### src/rtl/switch_debouncer_pkg.sv
// Shared types and constants for the switch debouncer.
// State encoding, default timing and a width helper.
package switch_pkg;

  typedef enum logic {
    IDLE,
    CONFIRM
  } db_state_t;

  localparam int DEF_TICK_DIV     = 8192;
  localparam int DEF_STABLE_TICKS = 4;

  // Bits needed to hold values 0..value-1, at least one.
  function automatic int clog2(input int value);
    int w;
    w = 0;
    while ((1 << w) < value) w++;
    return (w < 1) ? 1 : w;
  endfunction

endpackage

### src/rtl/switch_debouncer_debounce_bit.sv
// Single-bit debounce FSM driven by the shared sample tick.
// Accepts a new level after STABLE_TICKS differing samples.
module debounce_bit
  import switch_pkg::*;
#(
  parameter int   STABLE_TICKS = DEF_STABLE_TICKS,
  parameter logic RESET_LEVEL  = 1'b0
) (
  input  logic clk,
  input  logic reset,
  input  logic tick,
  input  logic sync_in,
  output logic level,
  output logic rise,
  output logic fall
);

  localparam int            CW   = clog2(STABLE_TICKS + 1);
  localparam logic [CW-1:0] LAST = CW'(STABLE_TICKS);

  db_state_t     state;
  logic [CW-1:0] cnt;
  logic [CW-1:0] cnt_inc;
  logic          differ;

  assign cnt_inc = cnt + CW'(1);
  assign differ  = sync_in ^ level;

  // Confirm state machine; edge pulses last one cycle after a commit.
  always_ff @(posedge clk or posedge reset) begin
    if (reset) begin
      state <= IDLE;
      cnt   <= '0;
      level <= RESET_LEVEL;
      rise  <= 1'b0;
      fall  <= 1'b0;
    end else begin
      rise <= 1'b0;
      fall <= 1'b0;
      if (tick) begin
        unique case (state)
          IDLE: begin
            if (!differ) begin
              cnt <= '0;
            end else if (STABLE_TICKS == 1) begin
              level <= sync_in;
              rise  <= sync_in;
              fall  <= ~sync_in;
              cnt   <= '0;
            end else begin
              cnt   <= CW'(1);
              state <= CONFIRM;
            end
          end
          CONFIRM: begin
            if (!differ) begin
              cnt   <= '0;
              state <= IDLE;
            end else if (cnt_inc == LAST) begin
              level <= sync_in;
              rise  <= sync_in;
              fall  <= ~sync_in;
              cnt   <= '0;
              state <= IDLE;
            end else begin
              cnt <= cnt_inc;
            end
          end
          default: begin
            cnt   <= '0;
            state <= IDLE;
          end
        endcase
      end
    end
  end

endmodule

### src/rtl/switch_debouncer.sv
// Switch/button front end: synchronise, prescale, debounce.
// Emits clean levels plus one-cycle rise/fall pulses.
module switch_debouncer
  import switch_pkg::*;
#(
  parameter int                  N_INPUTS     = 8,
  parameter int                  TICK_DIV     = DEF_TICK_DIV,
  parameter int                  STABLE_TICKS = DEF_STABLE_TICKS,
  parameter logic [N_INPUTS-1:0] RESET_LEVEL  = '0
) (
  input  logic                clk,
  input  logic                reset,
  input  logic [N_INPUTS-1:0] raw_in,
  output logic [N_INPUTS-1:0] level,
  output logic [N_INPUTS-1:0] rise,
  output logic [N_INPUTS-1:0] fall,
  output logic                any_change,
  output logic                tick
);

  localparam int            PW      = clog2(TICK_DIV);
  localparam logic [PW-1:0] PS_LAST = PW'(TICK_DIV - 1);

  logic [N_INPUTS-1:0] sync_d;
  logic [N_INPUTS-1:0] sync_q;
  logic [PW-1:0]       ps_cnt;

  // Two-flop synchroniser on every raw input.
  always_ff @(posedge clk or posedge reset) begin
    if (reset) begin
      sync_d <= RESET_LEVEL;
      sync_q <= RESET_LEVEL;
    end else begin
      sync_d <= raw_in;
      sync_q <= sync_d;
    end
  end

  // Shared prescaler; tick marks its last count.
  always_ff @(posedge clk or posedge reset) begin
    if (reset) begin
      ps_cnt <= '0;
    end else if (ps_cnt == PS_LAST) begin
      ps_cnt <= '0;
    end else begin
      ps_cnt <= ps_cnt + PW'(1);
    end
  end

  assign tick = (ps_cnt == PS_LAST);

  for (genvar i = 0; i < N_INPUTS; i++) begin : g_bit
    debounce_bit #(
      .STABLE_TICKS(STABLE_TICKS),
      .RESET_LEVEL (RESET_LEVEL[i])
    ) u_bit (
      .clk    (clk),
      .reset  (reset),
      .tick   (tick),
      .sync_in(sync_q[i]),
      .level  (level[i]),
      .rise   (rise[i]),
      .fall   (fall[i])
    );
  end

  assign any_change = |(rise | fall);

endmodule
### config.mk
export PLATFORM = sky130hd
export DESIGN_NAME = switch_debouncer
export DESIGN_NICKNAME = d
export VERILOG_FILES = /design/src/rtl/switch_debouncer_pkg.sv /design/src/rtl/switch_debouncer_debounce_bit.sv /design/src/rtl/switch_debouncer.sv
export SDC_FILE = /design/constraint.sdc
export NUM_CORES = 1
export LEC_CHECK = 0
export CORE_ASPECT_RATIO = 0.8
export CORE_UTILIZATION = 55
export DETAILED_ROUTE_END_ITERATION = 6
export PLACE_DENSITY = 0.77
export SLEW_MARGIN = 5
export SYNTH_ARGS = -nofsm -noshare
export SYNTH_HDL_FRONTEND = slang
export SYNTH_SLANG_ARGS = --single-unit
### constraint.sdc
create_clock -name clk -period 3.85 [get_ports clk]
set_input_delay 0.77 -clock clk [delete_from_list [all_inputs] [get_ports clk]]
set_output_delay 0.77 -clock clk [all_outputs]
set_load 0.005 [all_outputs]
# Yosys cells after proc, flatten, opt, wreduce, memory -nomap -nowiden

Index checks and enable logic that the tools add are counted.
W data, S select, Z words.

Mux-type cells: 129
$add $sub $neg: 9
Reduce and logical (&&, ||, !) cells: 9
Equal/unequal tests: 9
Bitwise operators: 25

Operators with widths:

| cell                    | count |
|---|---|
| $mux W1                 | 96 |
| $mux W3                 | 16 |
| $pmux W3 S2             | 8 |
| $reduce_and A4 Y1       | 8 |
| $add A3 B1 Y3 const B   | 8 |
| $eq A3 B3 Y1 const B    | 8 |
| $not A1 Y1              | 16 |
| $pmux W1 S2             | 8 |
| $add A13 B1 Y13 const B | 1 |
| $eq A13 B13 Y1 const B  | 1 |
| $mux W13                | 1 |
| $or A8 B8 Y8            | 1 |
| $reduce_or A8 Y1        | 1 |
| $xor A1 B1 Y1           | 8 |

Logic and storage cells: 224
Output and inout port bits: 26
Register bits after elaboration: 85
Input port bits: 10

# Depth between registers and ports, before layout

Gate-level depths: netlist of the first run.

Depth after elaboration: 6
Mapped depth: 7
Mapped depth without buffers: 6

# By module

A second synthesis of the first run with hierarchy kept.

Cell total of the unflattened synthesis: 315
Area total of the unflattened synthesis: 3822.4 um^2

By module, submodules not included:

| module           | area an instance (um^2) | cells each | times used | seq. area each (um^2) |
|---|---|---|---|---|
| debounce_bit     | 347.8                   | 30         | 8          | 175.2 |
| switch_debouncer | 1039.7                  | 75         | 1          | 725.7 |

# Worst setup path after synthesis of the first run

No wires, ideal clock.

Path kind: register to output
Start point: reg ps_cnt[0]
End point: out tick
Data arrival time: 1.249 ns
Data required time: 3.080 ns
Cell stages (with the launch flop): 6
Setup slack: 1.831 ns
Buffers on the path: 1
Path through: dfrtp_1 -> ha_1 -> and4_2 -> nand4_4 -> inv_2 -> buf_2

Word-level cells in the longest chain between the ends: 1

Ends and longest elaborated chain:

| item                   | line                   | text |
|---|---|---|
| start, declared        | switch_debouncer.sv:26 | `logic [PW-1:0] ps_cnt;` |
| start signal, assigned | switch_debouncer.sv:46 | `ps_cnt <= ps_cnt + PW'(1);` |
| $eq A13 B13 Y1         | switch_debouncer.sv:50 | `assign tick = (ps_cnt == PS_LAST);` |
| end, declared          | switch_debouncer.sv:18 | `output logic tick` |

Every way passes these cells.

# Worst setup path in the final report of the first run

Ends and elaborated chain as after synthesis.

==> flow_metrics.py, run 1 <==
metrics = {
    "status": {
        "status": "complete, no violations",
    },
    "worst_setup_path": {
        "required_ns": 3.08,
        "cp.arrival_ns": 2.20,
        "r2r_start": "ps_cnt[0]",
        "path_buf_inv": 2,
        "crit_family": "buffers and inverters",
        "cp_slowest_cell": "clkdlybuf4s50_1",
        "crit_start": "ps_cnt[0]",
        "worstSetupStartpointType": "register",
        "crit_path_max_incr_delay_ns": 0.50,
        "crit_chain": "ha_1 > and4_2 > nand4_4 > inv_2 > clkdlybuf4s50_1",
        "crit_type": "reg2out",
        "path_max_fanout": 19,
        "cp-end-kind": "output pin",
    },
    "sta": {
        "setup_violations": 0,
        "setup_ws_ns": 0.879,
        "finalCritPeriodShare": 0.772,
        "post-route-min-period_ns": 2.97,
        "maxSlewHeadroom": 0.518,
        "slew_viol_final": 0,
        "grt_setup_unrepaired": "false",
        "setup-tns-final_ns": 0,
        "fmax_mhz": 337,
        "hold_violations": 0,
        "tightest_slew_ns": 0.722,
        "skew_ns": 0.00939,
    },
    "clocking": {
        "root_buffer": "clkbuf_8",
        "clock-sinks": 85,
        "cts_inserted_buffers": 9,
        "htreeDepth": 3,
        "postCtsSetupBuffers": 0,
        "clock_latency_ns": 0.35,
        "cts-resized-gates": 0,
        "cts_buffer_depth": 2,
        "cts_tree": "yes",
        "path_clk_slew_ns": 0.08,
        "postCtsHoldBufs": 0,
    },
    "synthesis": {
        "ys_seq_area_frac": 0.543,
        "synth_top_area_frac": 0.543,
        "synthTopCellsByArea": "dfrtp_1, ha_1, xor2_1, buf_4, o21ai_0",
        "avgSynthCellArea_um2": 10.8,
        "ys_types": 32,
        "syn_inst": 363,
        "ys_warn_count": 0,
        "synth_area_um2": 3920,
        "ys_seq_elements": 85,
        "synth_nets": 390,
        "yosysTopAreaCell": "dfrtp_1",
    },
    "global_route": {
        "grt_overflow_total": 0,
        "grt_max_degree": 45,
        "grt_pass1_wl_um": 11600,
        "grt_usage": 0.210,
        "antenna_found_initial": 0,
        "grt_pass1_vias": 2545,
    },
    "power_and_ir_drop": {
        "peakVddDrop_mv": 0.321,
        "p_leak_nw": 2.09,
        "total_power_mw": 1.68,
        "pwr_density_cell_nw_per_um2": 381,
    },
    "route": {
        "top_layer": "met4",
        "wirelength_met1_um": 3280,
        "viasPerCell": 5.47,
        "wl_met3_um": 296,
        "drc": 0,
        "wl_per_cell_um": 14.9,
        "ant_nets": 0,
        "dr_total_vias": 2581,
        "wirelength_um": 7040,
        "dr.pass1.iters": 4,
        "drt_iter0_drc": 103,
        "met2_length_um": 3330,
    },
    "floorplanning": {
        "die_area_um2": 7470,
        "die_h_um": 77.5,
        "initial_core_util": 0.569,
        "core_um2": 6890,
        "ioPinCount": 36,
        "fp.dieW_um": 96.4,
        "core.rowCount": 27,
    },
    "final_layout": {
        "layout_common_cells": "dfrtp_1, nand2_1, clkdlybuf4s50_1",
        "drive_gt1_frac": 0.0649,
        "diodes": 0,
        "final_cell_count_no_fill": 472,
        "area_growth_pct": 12.8,
        "layout.nets": 407,
        "final_common_cell": "dfrtp_1",
    },
    "min_path": {
        "hold_path_startpoint": "sync_d[2]",
        "hold_class": "reg2reg",
    },
    "place": {
        "io_buffers": 35,
        "gp_congestion": 0.837,
        "post-place-ws_ns": 1.24,
        "dp_hpwl_um": 4830,
        "dp_cells": 456,
    },
    "run": {
        "maxCapViolCount": 0,
    },
}
-- final timing paths --
check	end	depth (start not counted)	slack [ns]
max	tick	5	0.88
min	sync_q[2]	0	0.35
max reg2reg	g_bit[7].u_bit.fall	6	1.30
min reg2reg	sync_q[2]	0	0.35
max in group asynchronous	ps_cnt[3]	3	2.24
min in group asynchronous	g_bit[4].u_bit.rise	2	0.85
-- cell type report --
type / instances / area [um2]
Clock buffer: 10 / 128
Clock inverter: 6 / 111
Fill cell: 532 / 2470
Inverter: 15 / 57.6
Multi-Input combinational cell: 230 / 1510
Sequential cell: 85 / 2130
Tap cell: 87 / 109
Timing Repair Buffer: 39 / 380
-- state kept, by name, summed over array words and instances (netlist names) --
name and flops:
g_bit.u_bit.cnt 24, g_bit.u_bit.fall 8, g_bit.u_bit.level 8, g_bit.u_bit.rise 8
g_bit.u_bit.state 8, ps_cnt 13, sync_d 8, sync_q 8
-- cell families after synthesis --
kind of cell	count (synthesis)	share of synthesized area
compound gates	66	0.103
mux	2	0.00575
xor+xnor	25	0.0559
flops	85	0.543
buf+inv	48	0.0728
fa+ha+maj	17	0.0543
simple gates	120	0.165
-- metrics by stage --
step | util | instance area, um2 | hold slack [ns]
6_report | 0.641 | 4420 | 0.352
5_1_grt | 0.641 | 4420 | 0.358
4_1_cts | 0.641 | 4420 | 0.354
3_5_place_dp | 0.607 | 4180 | 0.336
3_3_place_gp | 0.607 | 4180 | 0.332
2_1_floorplan | - | 3920 | 0.331
-- worst register-to-register path: stages, from the launching register on --
cell	delay (ns)
dfrtp_1	0.40
ha_1	0.22
and4_2	0.30
nand4_1	0.48
buf_4	0.45
nand2b_1	0.22
nor3b_1	0.36
-- per-layer routing --
layer	up-vias	GRT usage
met5	-	0
met4	0	0.0809
met3	14	0.0735
met2	38	0.330
met1	1242	0.265
li1	1287	-
-- power by group --
part / internal [mW] / leakage [nW] / switching (mW)
clock: 0.431 / 0.116 / 0.308
combinational: 0.0122 / 0.837 / 0.0251
sequential: 0.900 / 1.14 / 0.00524
-- cell usage after synthesis, drive strengths merged --
library cell	n
a21oi	6
nand3	25
o41ai	2
and2	4
ha	17
nor4	22
xor2	21
buf	31
and4b	1
xnor2	4
and3	4
inv	15
nor4b	2
nor3b	3
a21o	6
nand4	5
and4	2
o31ai	15
mux2	2
o21ai	33
nand2b	9
clkbuf	2
o311ai	2
a22o	2
dfrtp	85
nor2	4
nand2	39
Note: power is estimated with default switching activity, not from simulation.
==> run 2: changes to the inputs <==
--- a/config.mk
+++ b/config.mk
@@ -6,9 +6,9 @@
 export NUM_CORES = 1
 export LEC_CHECK = 0
 export CORE_ASPECT_RATIO = 0.8
-export CORE_UTILIZATION = 55
+export CORE_UTILIZATION = 52
 export DETAILED_ROUTE_END_ITERATION = 6
-export PLACE_DENSITY = 0.77
+export PLACE_DENSITY = 0.76
 export SLEW_MARGIN = 5
 export SYNTH_ARGS = -nofsm -noshare
 export SYNTH_HDL_FRONTEND = slang
==> constraint.sdc (replaced) <==
create_clock -name clk -period 2.7 [get_ports clk]
set_input_delay 0.54 -clock clk [delete_from_list [all_inputs] [get_ports clk]]
set_output_delay 0.54 -clock clk [all_outputs]
set_load 0.005 [all_outputs]
==> run 2 against run 1 <==
  * Design area fell by 0.59%
  * Clock skew rose by 0.0047 ns
  * Register-to-register slack got worse by 0.57 ns
  * Die area rose by 5.6%
  * Sequential cell count did not move
  * Clock power rose by 20%
  * Cell count did not move
  * Hold slack got worse by 0.0013 ns
  * Critical path type unchanged
  * Clock-buffer cell count rose by 1
  * First-iteration DRC count fell by 20%
  * Critical endpoint unchanged
  * Combinational power rose by 45%
==> flow_metrics.py, run 2 (synthesis results as in run 1) <==
metrics = {
    "status": {
        "status": "complete, no violations",
    },
    "clocking": {
        "clock-sinks": 85,
        "path_clk_slew_ns": 0.07,
        "postCtsSetupBuffers": 0,
        "cts_inserted_buffers": 9,
        "htreeDepth": 3,
        "cts_tree": "yes",
        "root_buffer": "clkbuf_8",
        "cts-resized-gates": 0,
        "postCtsHoldBufs": 0,
        "cts_buffer_depth": 2,
        "clock_latency_ns": 0.36,
    },
    "worst_setup_path": {
        "crit_end": "tick",
        "r2r_cells": 7,
        "crit_path_max_incr_delay_ns": 0.48,
        "crit_type": "reg2out",
        "reg2reg_slack_ns": 0.73,
        "path_max_fanout": 4,
        "reg2reg_to": "g_bit[3].u_bit.level",
        "required_ns": 2.16,
        "r2r_start": "ps_cnt[0]",
        "cp.arrival_ns": 1.91,
        "crit_start": "ps_cnt[0]",
        "worstSetupStartpointType": "register",
        "cp_slowest_cell": "clkdlybuf4s50_1",
        "crit_chain": "ha_1 > and4_2 > nand4_4 > inv_2 > clkdlybuf4s50_1",
        "cp-end-kind": "output pin",
    },
    "global_route": {
        "grt_usage": 0.202,
        "grt_pass1_wl_um": 12000,
        "grt_overflow_total": 0,
        "grt_max_degree": 86,
        "grt_pass1_vias": 2521,
        "antenna_found_initial": 0,
    },
    "place": {
        "dpl-instance-area_um2": 4200,
        "gp_congestion": 0.776,
        "io_buffers": 35,
        "dp_hpwl_um": 4850,
    },
    "sta": {
        "setup-tns-final_ns": 0,
        "slew_viol_final": 0,
        "tightest_slew_ns": 0.449,
        "hold_violations": 0,
        "fmax_mhz": 408,
        "fin_hold_ws_ns": 0.351,
        "finalCritPeriodShare": 0.908,
        "grt_setup_unrepaired": "false",
        "maxSlewHeadroom": 0.700,
        "setup_violations": 0,
        "post-route-min-period_ns": 2.45,
        "skew_ns": 0.0141,
    },
    "power_and_ir_drop": {
        "pwr_density_cell_nw_per_um2": 508,
        "p_leak_nw": 2.08,
        "sw_frac_of_total": 0.216,
        "power_frac_comb": 0.024,
        "clkPwrFrac": 0.396,
        "internal_power_mw": 1.75,
        "pwr-share-seq": 0.579,
        "peakVddDrop_mv": 0.448,
        "total_power_mw": 2.23,
        "p_switching_mw": 0.481,
    },
    "min_path": {
        "hold_path_startpoint": "sync_d[1]",
        "hold_class": "reg2reg",
    },
    "route": {
        "viasPerCell": 5.58,
        "drc": 0,
        "dr.pass1.iters": 4,
        "wirelength_um": 7020,
        "drt_iter0_drc": 82,
        "dr_total_vias": 2633,
        "ant_nets": 0,
        "wl_per_cell_um": 14.9,
    },
    "final_layout": {
        "area_growth_pct": 12.1,
        "reg_top3": "g_bit.u_bit.cnt (24), ps_cnt (13)",
        "finish.instance_area_um2": 4390,
        "fillers": 581,
        "layout.nets": 408,
        "regMostFlops": "g_bit.u_bit.cnt",
        "final_common_cell": "dfrtp_1",
        "largest_register_ffs": 24,
        "diodes": 0,
        "regArea_um2": 2130,
        "multi_input_area_um2": 1510,
        "drive_gt1_frac": 0.0649,
        "layout_common_cells": "dfrtp_1, nand2_1, clkdlybuf4s50_1",
    },
    "floorplanning": {
        "initial_core_util": 0.552,
        "core_um2": 7090,
        "fp.dieW_um": 99.1,
        "core.rowCount": 27,
        "ioPinCount": 36,
        "die_area_um2": 7890,
        "die_h_um": 79.6,
    },
    "run": {
        "maxCapViolCount": 0,
    },
}
[run 2: cell count changes in the layout (fill, tap and decap cells not counted), sizes merged]
cell / delta
clkbuf: +1
buf: +1
bufinv: -2
[run 2: critical path: cells and delay by family (launching register included)]
family	cells	cell delay, ns
fa+ha+maj	1	0.21
buf+inv	2	0.55
simple gates	2	0.41
flops	1	0.39
[run 2: worst min-delay path by stage]
stage                endpoint  slack (ns)  cells past startpoint
global placement    sync_q[1]        0.33                      0
detailed placement  sync_q[3]        0.33                      0
floorplan           sync_q[0]        0.33                      0
global route        sync_q[6]        0.36                      0
finish              sync_q[1]        0.35                      0
CTS                 sync_q[1]        0.35                      0
[run 2: power groups by stage]
stage               clock, mW  sequential [mW]  combinational (mW)
floorplan                   0             1.32              0.0300
global placement            0             1.32              0.0557
detailed placement          0             1.32              0.0567
CTS                     0.914             1.29              0.0571
global route            0.975             1.29              0.0636
finish                  0.884             1.29              0.0544
[run 2: per-layer routing]
| layer | up-vias | routed length [um] | track usage |
|---|---|---|---|
| met5 | - | 0 | 0 |
| met4 | 0 | 72 | 0.0647 |
| li1 | 1301 | - | - |
| met1 | 1270 | 3300 | 0.270 |
| met3 | 9 | 361 | 0.0727 |
| met2 | 53 | 3280 | 0.308 |
[run 2: per-stage QoR]
step | setup WS, ns | std cells | utilization
after floorplan | 0.911 | 363 | -
after CTS | 0.224 | 472 | 0.619
after detailed placement | 0.634 | 457 | 0.592
after global placement | 0.665 | 457 | 0.592
final | 0.249 | 472 | 0.619
after global routing | 0.123 | 472 | 0.619
[run 2: final cells by class]
type	instances	share of cell area
inverters	15	0.0137
multi-input cells	230	0.343
clock buffers	11	0.0322
repair buffers	40	0.0911
clock inverters	4	0.0111
flip-flops and latches	85	0.484
well taps	87	0.0248
==> run 3: changes to the inputs <==
--- a/config.mk
+++ b/config.mk
@@ -6,9 +6,11 @@
 export NUM_CORES = 1
 export LEC_CHECK = 0
 export CORE_ASPECT_RATIO = 0.8
+export CORE_MARGIN = 3
 export CORE_UTILIZATION = 52
 export DETAILED_ROUTE_END_ITERATION = 6
 export PLACE_DENSITY = 0.76
+export REMOVE_ABC_BUFFERS = 1
 export SLEW_MARGIN = 5
 export SYNTH_ARGS = -nofsm -noshare
 export SYNTH_HDL_FRONTEND = slang
==> run 3 against run 2 <==
  * Routed wire length grew 5.2%
  * Largest power group unchanged
  * Global-route usage shrank 1.1 points
  * First-iteration DRC count grew 18%
  * Clock skew shrank 0.0032 ns
  * Sequential share of layout area shrank 0.41 points
  * Hold slack gained 0.0017 ns
  * Critical path type unchanged
  * Combinational power grew 2%
  * Highest routed layer unchanged
  * Via count grew 2.2%
  * Setup slack lost 0.015 ns
  * Clock-buffer cell count shrank 2
  * Design area grew 0.85%
==> flow_metrics.py, run 3 (synthesis results as in run 1) <==
metrics = {
    "status": {
        "status": "complete, no violations",
    },
    "global_route": {
        "antenna_found_initial": 0,
        "grt_usage": 0.191,
        "grt_overflow_total": 0,
        "grt_pass1_vias": 2763,
        "grt_pass1_wl_um": 12900,
        "grt_max_degree": 49,
    },
    "final_layout": {
        "reg_top3": "g_bit.u_bit.cnt (24), ps_cnt (13)",
        "finish.instance_area_um2": 4430,
        "multi_input_area_um2": 1510,
        "layout_common_cells": "dfrtp_1, nand2_1, clkdlybuf4s50_1",
        "area_growth_pct": 13.1,
        "largest_register_ffs": 24,
        "drive_gt1_frac": 0.0724,
        "final_common_cell": "dfrtp_1",
        "diodes": 0,
        "layout.nets": 409,
        "regArea_um2": 2130,
        "fillers": 578,
        "regMostFlops": "g_bit.u_bit.cnt",
    },
    "floorplanning": {
        "die_area_um2": 8620,
        "fp.dieW_um": 103,
        "ioPinCount": 36,
        "die_h_um": 83.6,
        "core_um2": 7090,
        "initial_core_util": 0.552,
        "core.rowCount": 27,
    },
    "sta": {
        "maxSlewHeadroom": 0.725,
        "finalCritPeriodShare": 0.913,
        "fin_hold_ws_ns": 0.352,
        "hold_violations": 0,
        "fmax_mhz": 406,
        "setup-tns-final_ns": 0,
        "skew_ns": 0.0109,
        "tightest_slew_ns": 0.412,
        "grt_setup_unrepaired": "false",
        "setup_violations": 0,
        "slew_viol_final": 0,
        "post-route-min-period_ns": 2.47,
    },
    "route": {
        "ant_nets": 0,
        "dr.pass1.iters": 4,
        "viasPerCell": 5.68,
        "wl_per_cell_um": 15.6,
        "drt_iter0_drc": 97,
        "wirelength_um": 7380,
        "dr_total_vias": 2690,
        "drc": 0,
    },
    "clocking": {
        "clock_latency_ns": 0.36,
        "cts_tree": "yes",
        "clock-sinks": 85,
        "cts_buffer_depth": 2,
        "path_clk_slew_ns": 0.08,
        "root_buffer": "clkbuf_8",
        "cts_inserted_buffers": 9,
        "htreeDepth": 3,
        "cts-resized-gates": 0,
        "postCtsSetupBuffers": 0,
        "postCtsHoldBufs": 0,
    },
    "worst_setup_path": {
        "cp-end-kind": "output pin",
        "path_max_fanout": 4,
        "worstSetupStartpointType": "register",
        "crit_type": "reg2out",
        "required_ns": 2.16,
        "cp.arrival_ns": 1.93,
    },
    "place": {
        "dp_hpwl_um": 5200,
        "gp_congestion": 0.785,
        "io_buffers": 35,
        "dpl-instance-area_um2": 4210,
    },
    "power_and_ir_drop": {
        "peakVddDrop_mv": 0.287,
        "pwr_density_cell_nw_per_um2": 528,
        "p_leak_nw": 2.08,
    },
    "run": {
        "maxCapViolCount": 0,
    },
    "min_path": {
        "hold_class": "reg2reg",
    },
}
run 3: cell count changes in the layout (fill, tap and decap cells not counted), sizes merged:
| cell | before | now |
|---|---|---|
| inv | 14 | 15 |
| clkinvlp | 1 | 4 |
| bufinv | 1 | 2 |
| buf | 5 | 6 |
| clkbuf | 11 | 9 |
| clkinv | 3 | 1 |
run 3: path summary, 6_finish.rpt:
check,depth (start not counted),start,slack (ns),end
setup / recovery,5,ps_cnt[0],0.23,tick
hold / removal,0,sync_d[2],0.35,sync_q[2]
setup reg to reg,7,ps_cnt[0],0.69,g_bit[3].u_bit.level
hold reg to reg,0,sync_d[2],0.35,sync_q[2]
max in group asynchronous,3,reset,1.67,sync_q[0]
min in group asynchronous,2,reset,0.43,g_bit[4].u_bit.state
run 3: worst max-delay path, stage by stage, from the launching register on:
cell and delay, ns:
dfrtp_1 0.39, ha_1 0.21, and4_2 0.30, nand4_4 0.11
inv_2 0.08, clkdlybuf4s50_1 0.49
run 3: cell type report:
class,count,area share
Sequential cell,85,0.480
Timing Repair Buffer,41,0.0921
Inverter,15,0.0130
Clock buffer,9,0.0280
Clock inverter,7,0.0223
Multi-Input combinational cell,230,0.340
Tap cell,87,0.0246
run 3: stage by stage:
step | cells | power, mW | utilization | setup WS, ns
2_1_floorplan | 330 | 1.34 | - | -0.0335
3_3_place_gp | 458 | 1.37 | 0.593 | 0.627
3_5_place_dp | 458 | 1.37 | 0.593 | 0.599
4_1_cts | 474 | 2.37 | 0.625 | 0.194
5_1_grt | 474 | 2.44 | 0.625 | 0.0691
6_report | 474 | 2.34 | 0.625 | 0.234
run 3: report_power, final:
group	switching, mW	total, mW	leakage (nW)	internal [mW]
Clock	0.471	0.994	0.0981	0.523
Combinational	0.0359	0.0553	0.850	0.0195
Sequential	0.00755	1.29	1.14	1.28
run 3: layer usage:
layer | global-route usage | wire (um) | vias up
met5 | 0 | 0 | -
met1 | 0.252 | 3300 | 1327
li1 | - | - | 1300
met4 | 0.0718 | 142 | 0
met3 | 0.0526 | 265 | 13
met2 | 0.299 | 3670 | 50
